===== src/rtl/reset_seq_pkg.sv =====
// Shared types for the reset sequencer: FSM state encoding and a width helper.
package reset_seq_pkg;

    typedef enum logic [1:0] {
        ASSERT = 2'd0,
        STEP   = 2'd1,
        DONE   = 2'd2
    } seq_state_e;

    function automatic int clog2(input int value);
        int result;
        result = 0;
        while ((1 << result) < value) begin
            result = result + 1;
        end
        return result;
    endfunction

endpackage


===== src/rtl/reset_sequencer_if.sv =====
// Control/status bundle between the reset sequencer (slave) and its environment (master).
interface reset_sequencer_if #(
    parameter int NUM_OUTPUTS = 4
);
    import reset_seq_pkg::*;

    // stage_ready[k] is a level, not a pulse: once domain k is released, the
    // sequencer releases domain k+1 only while stage_ready[k] is high (or on timeout).
    logic                   soft_reset_req;
    logic [NUM_OUTPUTS-1:0] stage_ready;
    logic [NUM_OUTPUTS-1:0] rst_n_out;
    logic                   all_released;
    logic                   busy;
    logic                   timeout_err;
    seq_state_e             state;

    modport master (
        output soft_reset_req, stage_ready,
        input  rst_n_out, all_released, busy, timeout_err, state
    );

    modport slave (
        input  soft_reset_req, stage_ready,
        output rst_n_out, all_released, busy, timeout_err, state
    );

endinterface


===== src/rtl/reset_sync_chain.sv =====
// Async-assert, sync-deassert reset synchroniser with configurable depth.
module reset_sync_chain #(
    parameter int SYNC_STAGES = 2
) (
    input  logic clock,
    input  logic reset,
    output logic rst_sync
);

    logic [SYNC_STAGES-1:0] chain_q;

    always_ff @(posedge clock or posedge reset) begin
        if (reset) begin
            chain_q <= '1;
        end else begin
            chain_q <= {chain_q[SYNC_STAGES-2:0], 1'b0};
        end
    end

    assign rst_sync = chain_q[SYNC_STAGES-1];

endmodule


===== src/rtl/reset_sequencer.sv =====
// Stretches a synchronised reset, then releases NUM_OUTPUTS domain resets in
// order, each gated by a step delay and the previous domain's ready (or a timeout).
module reset_sequencer
    import reset_seq_pkg::*;
#(
    parameter int NUM_OUTPUTS    = 4,
    parameter int SYNC_STAGES    = 2,
    parameter int STRETCH_CYCLES = 16,
    parameter int STEP_CYCLES    = 8,
    parameter int TIMEOUT_CYCLES = 256
) (
    input  logic              clock,
    input  logic              reset,
    reset_sequencer_if.slave  bus
);

    localparam int MAX_CYC = (STRETCH_CYCLES > TIMEOUT_CYCLES) ? STRETCH_CYCLES : TIMEOUT_CYCLES;
    localparam int CNT_W   = clog2(MAX_CYC + 1);
    localparam int IDX_W   = clog2(NUM_OUTPUTS) + 1;

    logic                   rst_sync;
    seq_state_e             state_q, state_d;
    logic [CNT_W-1:0]       cnt_q, cnt_d;
    logic [IDX_W-1:0]       idx_q, idx_d;
    logic [NUM_OUTPUTS-1:0] rst_n_q, rst_n_d;
    logic                   err_q, err_d;
    logic                   all_rel_q;
    logic                   busy_q;
    logic                   ready_sel;
    logic                   step_ok;
    logic                   timed_out;

    reset_sync_chain #(
        .SYNC_STAGES (SYNC_STAGES)
    ) u_sync (
        .clock    (clock),
        .reset    (reset),
        .rst_sync (rst_sync)
    );

    always_ff @(posedge clock or posedge reset) begin
        if (reset) begin
            state_q   <= ASSERT;
            cnt_q     <= '0;
            idx_q     <= '0;
            rst_n_q   <= '0;
            err_q     <= 1'b0;
            all_rel_q <= 1'b0;
            busy_q    <= 1'b1;
        end else begin
            state_q   <= state_d;
            cnt_q     <= cnt_d;
            idx_q     <= idx_d;
            rst_n_q   <= rst_n_d;
            err_q     <= err_d;
            all_rel_q <= &rst_n_d;
            busy_q    <= ~(&rst_n_d);
        end
    end

    always_comb begin
        state_d   = state_q;
        cnt_d     = cnt_q;
        idx_d     = idx_q;
        rst_n_d   = rst_n_q;
        err_d     = err_q;
        ready_sel = 1'b0;
        for (int k = 0; k < NUM_OUTPUTS; k++) begin
            if (IDX_W'(k) == idx_q) ready_sel = bus.stage_ready[k];
        end
        step_ok   = (cnt_q >= CNT_W'(STEP_CYCLES - 1)) && ready_sel;
        timed_out = (cnt_q == CNT_W'(TIMEOUT_CYCLES - 1));

        // Soft reset outranks any release scheduled for the same edge.
        if (rst_sync || bus.soft_reset_req) begin
            state_d = ASSERT;
            cnt_d   = '0;
            idx_d   = '0;
            rst_n_d = '0;
            err_d   = 1'b0;
        end else begin
            case (state_q)
                ASSERT: begin
                    if (cnt_q == CNT_W'(STRETCH_CYCLES - 1)) begin
                        rst_n_d[0] = 1'b1;
                        idx_d      = '0;
                        cnt_d      = '0;
                        state_d    = (NUM_OUTPUTS > 1) ? STEP : DONE;
                    end else begin
                        cnt_d = cnt_q + 1'b1;
                    end
                end
                STEP: begin
                    if (step_ok || timed_out) begin
                        for (int k = 1; k < NUM_OUTPUTS; k++) begin
                            if (IDX_W'(k) == idx_q + 1'b1) rst_n_d[k] = 1'b1;
                        end
                        idx_d = idx_q + 1'b1;
                        cnt_d = '0;
                        if (!step_ok) err_d = 1'b1;
                        if (idx_q + 1'b1 == IDX_W'(NUM_OUTPUTS - 1)) state_d = DONE;
                    end else begin
                        cnt_d = cnt_q + 1'b1;
                    end
                end
                DONE: begin
                    state_d = DONE;
                end
                default: begin
                    state_d = ASSERT;
                end
            endcase
        end
    end

    always_comb begin
        bus.rst_n_out    = rst_n_q;
        bus.all_released = all_rel_q;
        bus.busy         = busy_q;
        bus.timeout_err  = err_q;
        bus.state        = state_q;
    end

endmodule


===== src/flat_wrapper.sv =====
// flat-port wrapper written by rule: the top's interface ports become plain ports
module reset_sequencer_flat import reset_seq_pkg::*;
#(
    parameter int NUM_OUTPUTS    = 4,
    parameter int SYNC_STAGES    = 2,
    parameter int STRETCH_CYCLES = 16,
    parameter int STEP_CYCLES    = 8,
    parameter int TIMEOUT_CYCLES = 256
)
  (clock, reset, bus_soft_reset_req, bus_stage_ready, bus_rst_n_out, bus_all_released, bus_busy, bus_timeout_err, bus_state);
  reset_sequencer_if #(.NUM_OUTPUTS(NUM_OUTPUTS)) bus_i ();
  input  logic clock;
  input  logic reset;
  input wire logic [$bits(bus_i.soft_reset_req)-1:0] bus_soft_reset_req;
  input wire logic [$bits(bus_i.stage_ready)-1:0] bus_stage_ready;
  output wire logic [$bits(bus_i.rst_n_out)-1:0] bus_rst_n_out;
  output wire logic [$bits(bus_i.all_released)-1:0] bus_all_released;
  output wire logic [$bits(bus_i.busy)-1:0] bus_busy;
  output wire logic [$bits(bus_i.timeout_err)-1:0] bus_timeout_err;
  output wire logic [$bits(bus_i.state)-1:0] bus_state;
  assign bus_i.soft_reset_req = bus_soft_reset_req;
  assign bus_i.stage_ready = bus_stage_ready;
  assign bus_rst_n_out = bus_i.rst_n_out;
  assign bus_all_released = bus_i.all_released;
  assign bus_busy = bus_i.busy;
  assign bus_timeout_err = bus_i.timeout_err;
  assign bus_state = bus_i.state;
  reset_sequencer #(.NUM_OUTPUTS(NUM_OUTPUTS), .SYNC_STAGES(SYNC_STAGES), .STRETCH_CYCLES(STRETCH_CYCLES), .STEP_CYCLES(STEP_CYCLES), .TIMEOUT_CYCLES(TIMEOUT_CYCLES)) u_core (.clock(clock), .reset(reset), .bus(bus_i));
endmodule

===== config.mk =====
export PLATFORM = sky130hd
export DESIGN_NAME = reset_sequencer_flat
export DESIGN_NICKNAME = d
export VERILOG_FILES = /design/src/rtl/reset_seq_pkg.sv /design/src/rtl/reset_sequencer_if.sv /design/src/rtl/reset_sync_chain.sv /design/src/rtl/reset_sequencer.sv /design/src/flat_wrapper.sv
export SDC_FILE = /design/constraint.sdc
export NUM_CORES = 1
export LEC_CHECK = 0
export BUFFER_PORTS_ARGS = -buffer_cell sky130_fd_sc_hd__clkbuf_2
export CORE_ASPECT_RATIO = 1.25
export CORE_MARGIN = 2
export CORE_UTILIZATION = 57
export CTS_CLUSTER_DIAMETER = 40
export CTS_CLUSTER_SIZE = 16
export DETAILED_ROUTE_END_ITERATION = 8
export GPL_ROUTABILITY_DRIVEN = 0
export HOLD_SLACK_MARGIN = 0.08
export PLACE_DENSITY = 0.76
export RECOVER_POWER = 50
export SETUP_SLACK_MARGIN = 0.1
export SLEW_MARGIN = 25
export SYNTH_ARGS = -nofsm -noshare
export SYNTH_HDL_FRONTEND = slang
export SYNTH_SLANG_ARGS = --single-unit

===== constraint.sdc =====
create_clock -name clock -period 3.8 [get_ports clock]
set_clock_uncertainty 0.1 [all_clocks]
set_input_delay 0.76 -clock clock [delete_from_list [all_inputs] [get_ports clock]]
set_output_delay 0.76 -clock clock [all_outputs]
set_load 0.02 [all_outputs]

==> results.cfg, run 1 <==
[floorplan]
dieArea_um2 = 2910
pin_count = 16
rows = 20
start_util_pct = 59.1
core_area_um2 = 2400
die_w_um = 48.6
die_y_um = 59.8

[yosys]
synthCells = 147
ys_top_cells_by_count = dfrtp_1, nand2_1, ha_1
synthesis.area_um2 = 1420
synthArstFlopShare_pct = 100
synth_top_cell_by_area = dfrtp_1
synth_seq_cells = 23
yosysWarningCount = 0
synth_most_common_cell = dfrtp_1
synth.area.top_cells = dfrtp_1, ha_1, dfstp_2, nand2_1, o211ai_1
yosys_most_used_dff = dfrtp_1
syn_area_per_cell_um2 = 9.65
yosys.cell_types.count = 47
yosysTopAreaCellShare_pct = 35.3
synth_enable_flop_cells = 0
syn_nets = 164
seq_area_frac_synth_pct = 40.8

[pwr]
p_int_uw = 292
combPwrFrac_pct = 5.1
switching_share_pct = 23.9
total_leakage_power_nw = 0.656
peakVddDrop_uv = 203
seqPwrFrac_pct = 65.0
power.share.clock_pct = 29.9
switching_power_uw = 91.7
powerDensity_nw_per_um2 = 252

[final_layout]
areaGrowthSynthToFinish_pct = 7.41
drive_above_1_share_pct = 21.6
finish.instance_area_um2 = 1520
multi_input_area_um2 = 771
fillers = 210
antenna_cells = 0
seq_area_um2 = 579
nets = 180

[worst_setup_path]
startpoint = u_core.cnt_q[0]
worstPathRequired_ns = 3.93
crit_arrival_ns = 3.16
end_kind = flop
path_class = flop to flop
cp_cell_sequence = ha_1, and3_2, and3_2, and3_1, ha_1, nand2b_1, or2_2, o22ai_1, a41oi_1, o31ai_1
crit_slowest_cell = dfrtp_1
worstPathMaxFanout = 6
worst_setup_path_start_kind = flop
timing.rr.start = u_core.cnt_q[0]
critPathMaxStageDelay_ns = 0.45

[detailed_routing]
drt_wl_total_mm = 3.00
ant_nets = 0
via_per_inst = 6.18
drt_first_pass_iters = 4
drc = 0
num_vias = 1205
wire_per_inst_um = 15.4
drt_iter0_markers = 50

[sta]
setup_viol = 0
setup_tns_ns = 0
worstMarginPinSlew_ns = 0.854
timing.fmax_mhz = 329
fin_ws_ns = 0.763
relSlewSlack_pct = 43.0
slew_viol_final = 0
fin_crit_sh_pct = 79.9
hold_viol = 0
rsz0062_at_grt = false
finalCriticalPeriod_ns = 3.04
fin_hold_ws_ns = 0.270

[clock_tree]
clockBufferDepth = 2
clkSinkCount = 23
cts_tree = done
h-tree-depth = 1
cts-root-buf = clkbuf_4
clkSlewWorstSetupHoldPaths_ns = 0.13
clk_latency_ns = 0.31
cts_hold_buf = 0
postCtsSetupBuffers = 0
cts_made_buffers = 3
cts-resized-gates = 0

[global_route]
grt_pass1_vias = 1122
grt_max_degree = 24
antenna_found_initial = 0
grt_overflow = 0
grt_pass1_wl_mm = 5.04
gr-usage-all-layers_pct = 22.6

[hold_path]
hold_path.class = flop to flop
min_from = u_core.u_sync.chain_q[0]

[placement]
io_buffer_count = 15
placed_area_um2 = 1500
dp_slack_ns = 0.799
dpl.hpwl_mm = 2.24

[flow_run]
cap_violations = 0

[outcome]
status = completed
-- placed cells by master (no fill, tap or decap), types with 2 or more instances in the layout --
cell type,instances
nand2_1,14
nand4b_1,4
clkbuf_2,12
and3_2,2
clkbuf_4,3
nand3_1,5
dfrtp_1,20
a211oi_1,2
nor3_1,4
o22ai_1,3
dfstp_2,3
ha_1,10
o31ai_1,5
a21oi_1,2
o211ai_1,6
or2_2,5
a31oi_1,4
a211o_1,2
clkbuf_1,3
o21ai_0,7
nor2_1,8
inv_1,9
nand2b_1,3
-- flip-flops by register name (all words and copies together), names as in the netlist --
| signal | flops |
|---|---|
| u_core.bus.busy | 1 |
| u_core.cnt_q | 9 |
| u_core.idx_q | 3 |
| u_core.u_sync.chain_q | 2 |
| u_core.bus.timeout_err | 1 |
| u_core.bus.state | 2 |
| u_core.bus.rst_n_out | 4 |
| u_core.bus.all_released | 1 |
-- final timing paths --
kind | end | slack [ns] | depth (start not counted)
setup / recovery | u_core.cnt_q[3] | 0.76 | 10
hold / removal | u_core.u_sync.chain_q[1] | 0.27 | 0
setup reg to reg | u_core.cnt_q[3] | 0.76 | 10
hold reg to reg | u_core.u_sync.chain_q[1] | 0.27 | 0
max in group asynchronous | u_core.cnt_q[2] | 2.60 | 2
min in group asynchronous | u_core.bus.all_released | 0.48 | 2
-- critical path, delay by kind of cell (launching register included) --
kind | cells | cell delay (ns)
simple gates | 5 | 1.18
compound gates | 3 | 0.70
fa+ha+maj | 2 | 0.51
flops | 1 | 0.45
-- power by group through the flow --
stage | Sequential [mW] | Combinational [mW] | Clock [mW]
global route | 0.250 | 0.0223 | 0.126
global placement | 0.254 | 0.0191 | 0
CTS | 0.250 | 0.0201 | 0.117
detailed placement | 0.254 | 0.0201 | 0
finish | 0.250 | 0.0197 | 0.115
floorplan | 0.254 | 0.0129 | 0
-- layer usage --
layer | global-route usage, % | share of wire (%) | wire length [µm] | vias to the layer above
met5 | 0 | 0 | 0 | -
met4 | 9.80 | 1.7 | 50 | 0
met3 | 2.50 | 5.2 | 156 | 6
met2 | 42.1 | 52 | 1550 | 45
met1 | 26.6 | 41 | 1240 | 576
li1 | - | - | - | 578
-- per-stage QoR --
step / utilization (%) / instances / power [mW]
2_1_floorplan: - / 147 / 0.267
3_3_place_gp: 62.4 / 191 / 0.273
3_5_place_dp: 62.4 / 191 / 0.275
4_1_cts: 63.6 / 195 / 0.387
5_1_grt: 63.4 / 195 / 0.399
6_report: 63.4 / 195 / 0.384
-- kinds of logic (layout without fill, tap and decap cells) --
logic type	after synthesis	count (layout)	share of synthesized area [%]
compound gates	43	43	23.2
simple gates	57	57	22.0
buf+inv	13	28	4.85
other cells	1	1	0.264
fa+ha+maj	10	10	8.82
flops	23	23	40.8
-- layout make-up --
cell class	instances	area share, %
clock buffers	3	1.48
clock inverters	1	0.328
inverters	9	2.22
multi-input cells	111	50.6
flip-flops and latches	23	38.0
well taps	33	2.71
repair buffers	15	4.68
(Power assumes the default switching activity.)
==> inputs of run 2 (changes only) <==
==> constraint.sdc (replaced) <==
create_clock -name clock -period 2.8 [get_ports clock]
set_clock_uncertainty 0.1 [all_clocks]
set_input_delay 0.56 -clock clock [delete_from_list [all_inputs] [get_ports clock]]
set_output_delay 0.56 -clock clock [all_outputs]
set_load 0.02 [all_outputs]
==> results.cfg, run 2 (synthesis gave the netlist of run 1 again) <==
[final_layout]
nets = 192
antenna_cells = 0
mostFrequentLayoutCells = dfrtp_1, nand2_1, clkbuf_2
top_register = u_core.cnt_q
areaGrowthSynthToFinish_pct = 18.2
fillers = 192
drive_above_1_share_pct = 31.0
multi_input_area_um2 = 830
seq_area_um2 = 579
largest_register_ffs = 9
final_common_cell = dfrtp_1

[sta]
setup_viol = 0
hold_viol = 0
relSlewSlack_pct = 42.3
setup_tns_ns = 0
fin_crit_sh_pct = 92.2
finalCriticalPeriod_ns = 2.58
timing.fmax_mhz = 387
worstMarginPinSlew_ns = 0.865
fin_ws_ns = 0.219
rsz0062_at_grt = false
slew_viol_final = 0

[clock_tree]
clkSinkCount = 23
cts-root-buf = clkbuf_4
cts_tree = done
cts_hold_buf = 0
clkSlewWorstSetupHoldPaths_ns = 0.13
cts_made_buffers = 3
clk_latency_ns = 0.32
h-tree-depth = 1
clockBufferDepth = 2

[floorplan]
pin_count = 16
dieArea_um2 = 2910
die_y_um = 59.8
rows = 20
die_w_um = 48.6
core_area_um2 = 2400
start_util_pct = 59.1

[global_route]
grt_overflow = 0
grt_pass1_vias = 1112
grt_pass1_wl_mm = 5.07
grt_max_degree = 24
antenna_found_initial = 0
gr-usage-all-layers_pct = 22.6

[worst_setup_path]
path_class = flop to flop
worstPathMaxFanout = 5
crit_arrival_ns = 2.71
cp_cell_sequence = ha_2, and3_2, and3_2, and3_1, ha_2, or2_4, o22a_4, or3_1, o311ai_1
worst_setup_path_start_kind = flop
worstPathRequired_ns = 2.93
crit_slowest_cell = dfrtp_1
critPathMaxStageDelay_ns = 0.41
end_kind = flop

[detailed_routing]
drc = 0
wire_per_inst_um = 15.2
ant_nets = 0
drt_first_pass_iters = 4
drt_iter0_markers = 27
via_per_inst = 6.05
drt_wl_total_mm = 3.15
num_vias = 1253

[hold_path]
hold_path.class = flop to flop

[flow_run]
cap_violations = 0

[outcome]
status = completed

[pwr]
powerDensity_nw_per_um2 = 318
peakVddDrop_uv = 351
total_leakage_power_nw = 0.729

[placement]
io_buffer_count = 15
dpl.hpwl_mm = 2.23
dp_slack_ns = 0.0676
-- run 2: worst paths after layout --
path | start | to | slack [ns] | cells past startpoint
worst max register to register | u_core.cnt_q[0] | u_core.cnt_q[4] | 0.22 | 9
min in group asynchronous | reset | u_core.bus.all_released | 0.28 | 2
worst min-delay path | u_core.u_sync.chain_q[0] | u_core.u_sync.chain_q[1] | 0.27 | 0
worst max-delay path | u_core.cnt_q[0] | u_core.cnt_q[4] | 0.22 | 9
max in group asynchronous | reset | u_core.idx_q[2] | 1.80 | 2
worst min register to register | u_core.u_sync.chain_q[0] | u_core.u_sync.chain_q[1] | 0.27 | 0
-- run 2: timing repair --
item / 4_1_cts / 5_1_grt
gates cloned: 0 / 0
resized for setup: 3 / 8
pin swaps: 0 / 3
buffers inserted: 1 / 1
setup endpoints to repair: 6 / 17
-- run 2: final cells by class --
type	count	area share, %
multi-input cells	111	49.5
flip-flops and latches	23	34.6
repair buffers	27	9.85
well taps	33	2.46
inverters	9	2.01
clock buffers	3	1.34
clock inverters	1	0.299
-- run 2: layer usage --
| layer | GRT usage (%) | part of all wire (%) |
|---|---|---|
| met5 | 0 | 0 |
| met4 | 11.4 | 2.4 |
| met3 | 2.25 | 4.9 |
| met2 | 40.7 | 53 |
| met1 | 27.2 | 40 |
-- run 2: critical path: cells and delay by family, from the launching register on --
family,cells,cell delay (ns)
AOI/OAI and AO/OA,2,0.30
adders and majority gates,2,0.39
and+or+nand+nor,5,1.28
DFF,1,0.41
-- run 2: where the power goes --
| group | switching (mW) | internal, mW | leakage [nW] | total, mW |
|---|---|---|---|---|
| Combinational | 0.0226 | 0.0122 | 0.401 | 0.0348 |
| Sequential | 0.00146 | 0.336 | 0.310 | 0.338 |
| Clock | 0.108 | 0.0535 | 0.0177 | 0.161 |
-- run 2: per-stage QoR --
step | util, % | cell area, µm² | power (mW) | instances | hold WS (ns)
after floorplan | - | 1430 | 0.362 | 147 | 0.245
after global placement | 65.8 | 1580 | 0.375 | 201 | 0.246
after detailed placement | 65.8 | 1580 | 0.376 | 201 | 0.251
after CTS | 68.3 | 1640 | 0.535 | 206 | 0.270
after global routing | 69.8 | 1680 | 0.552 | 207 | 0.270
final | 69.8 | 1680 | 0.534 | 207 | 0.268
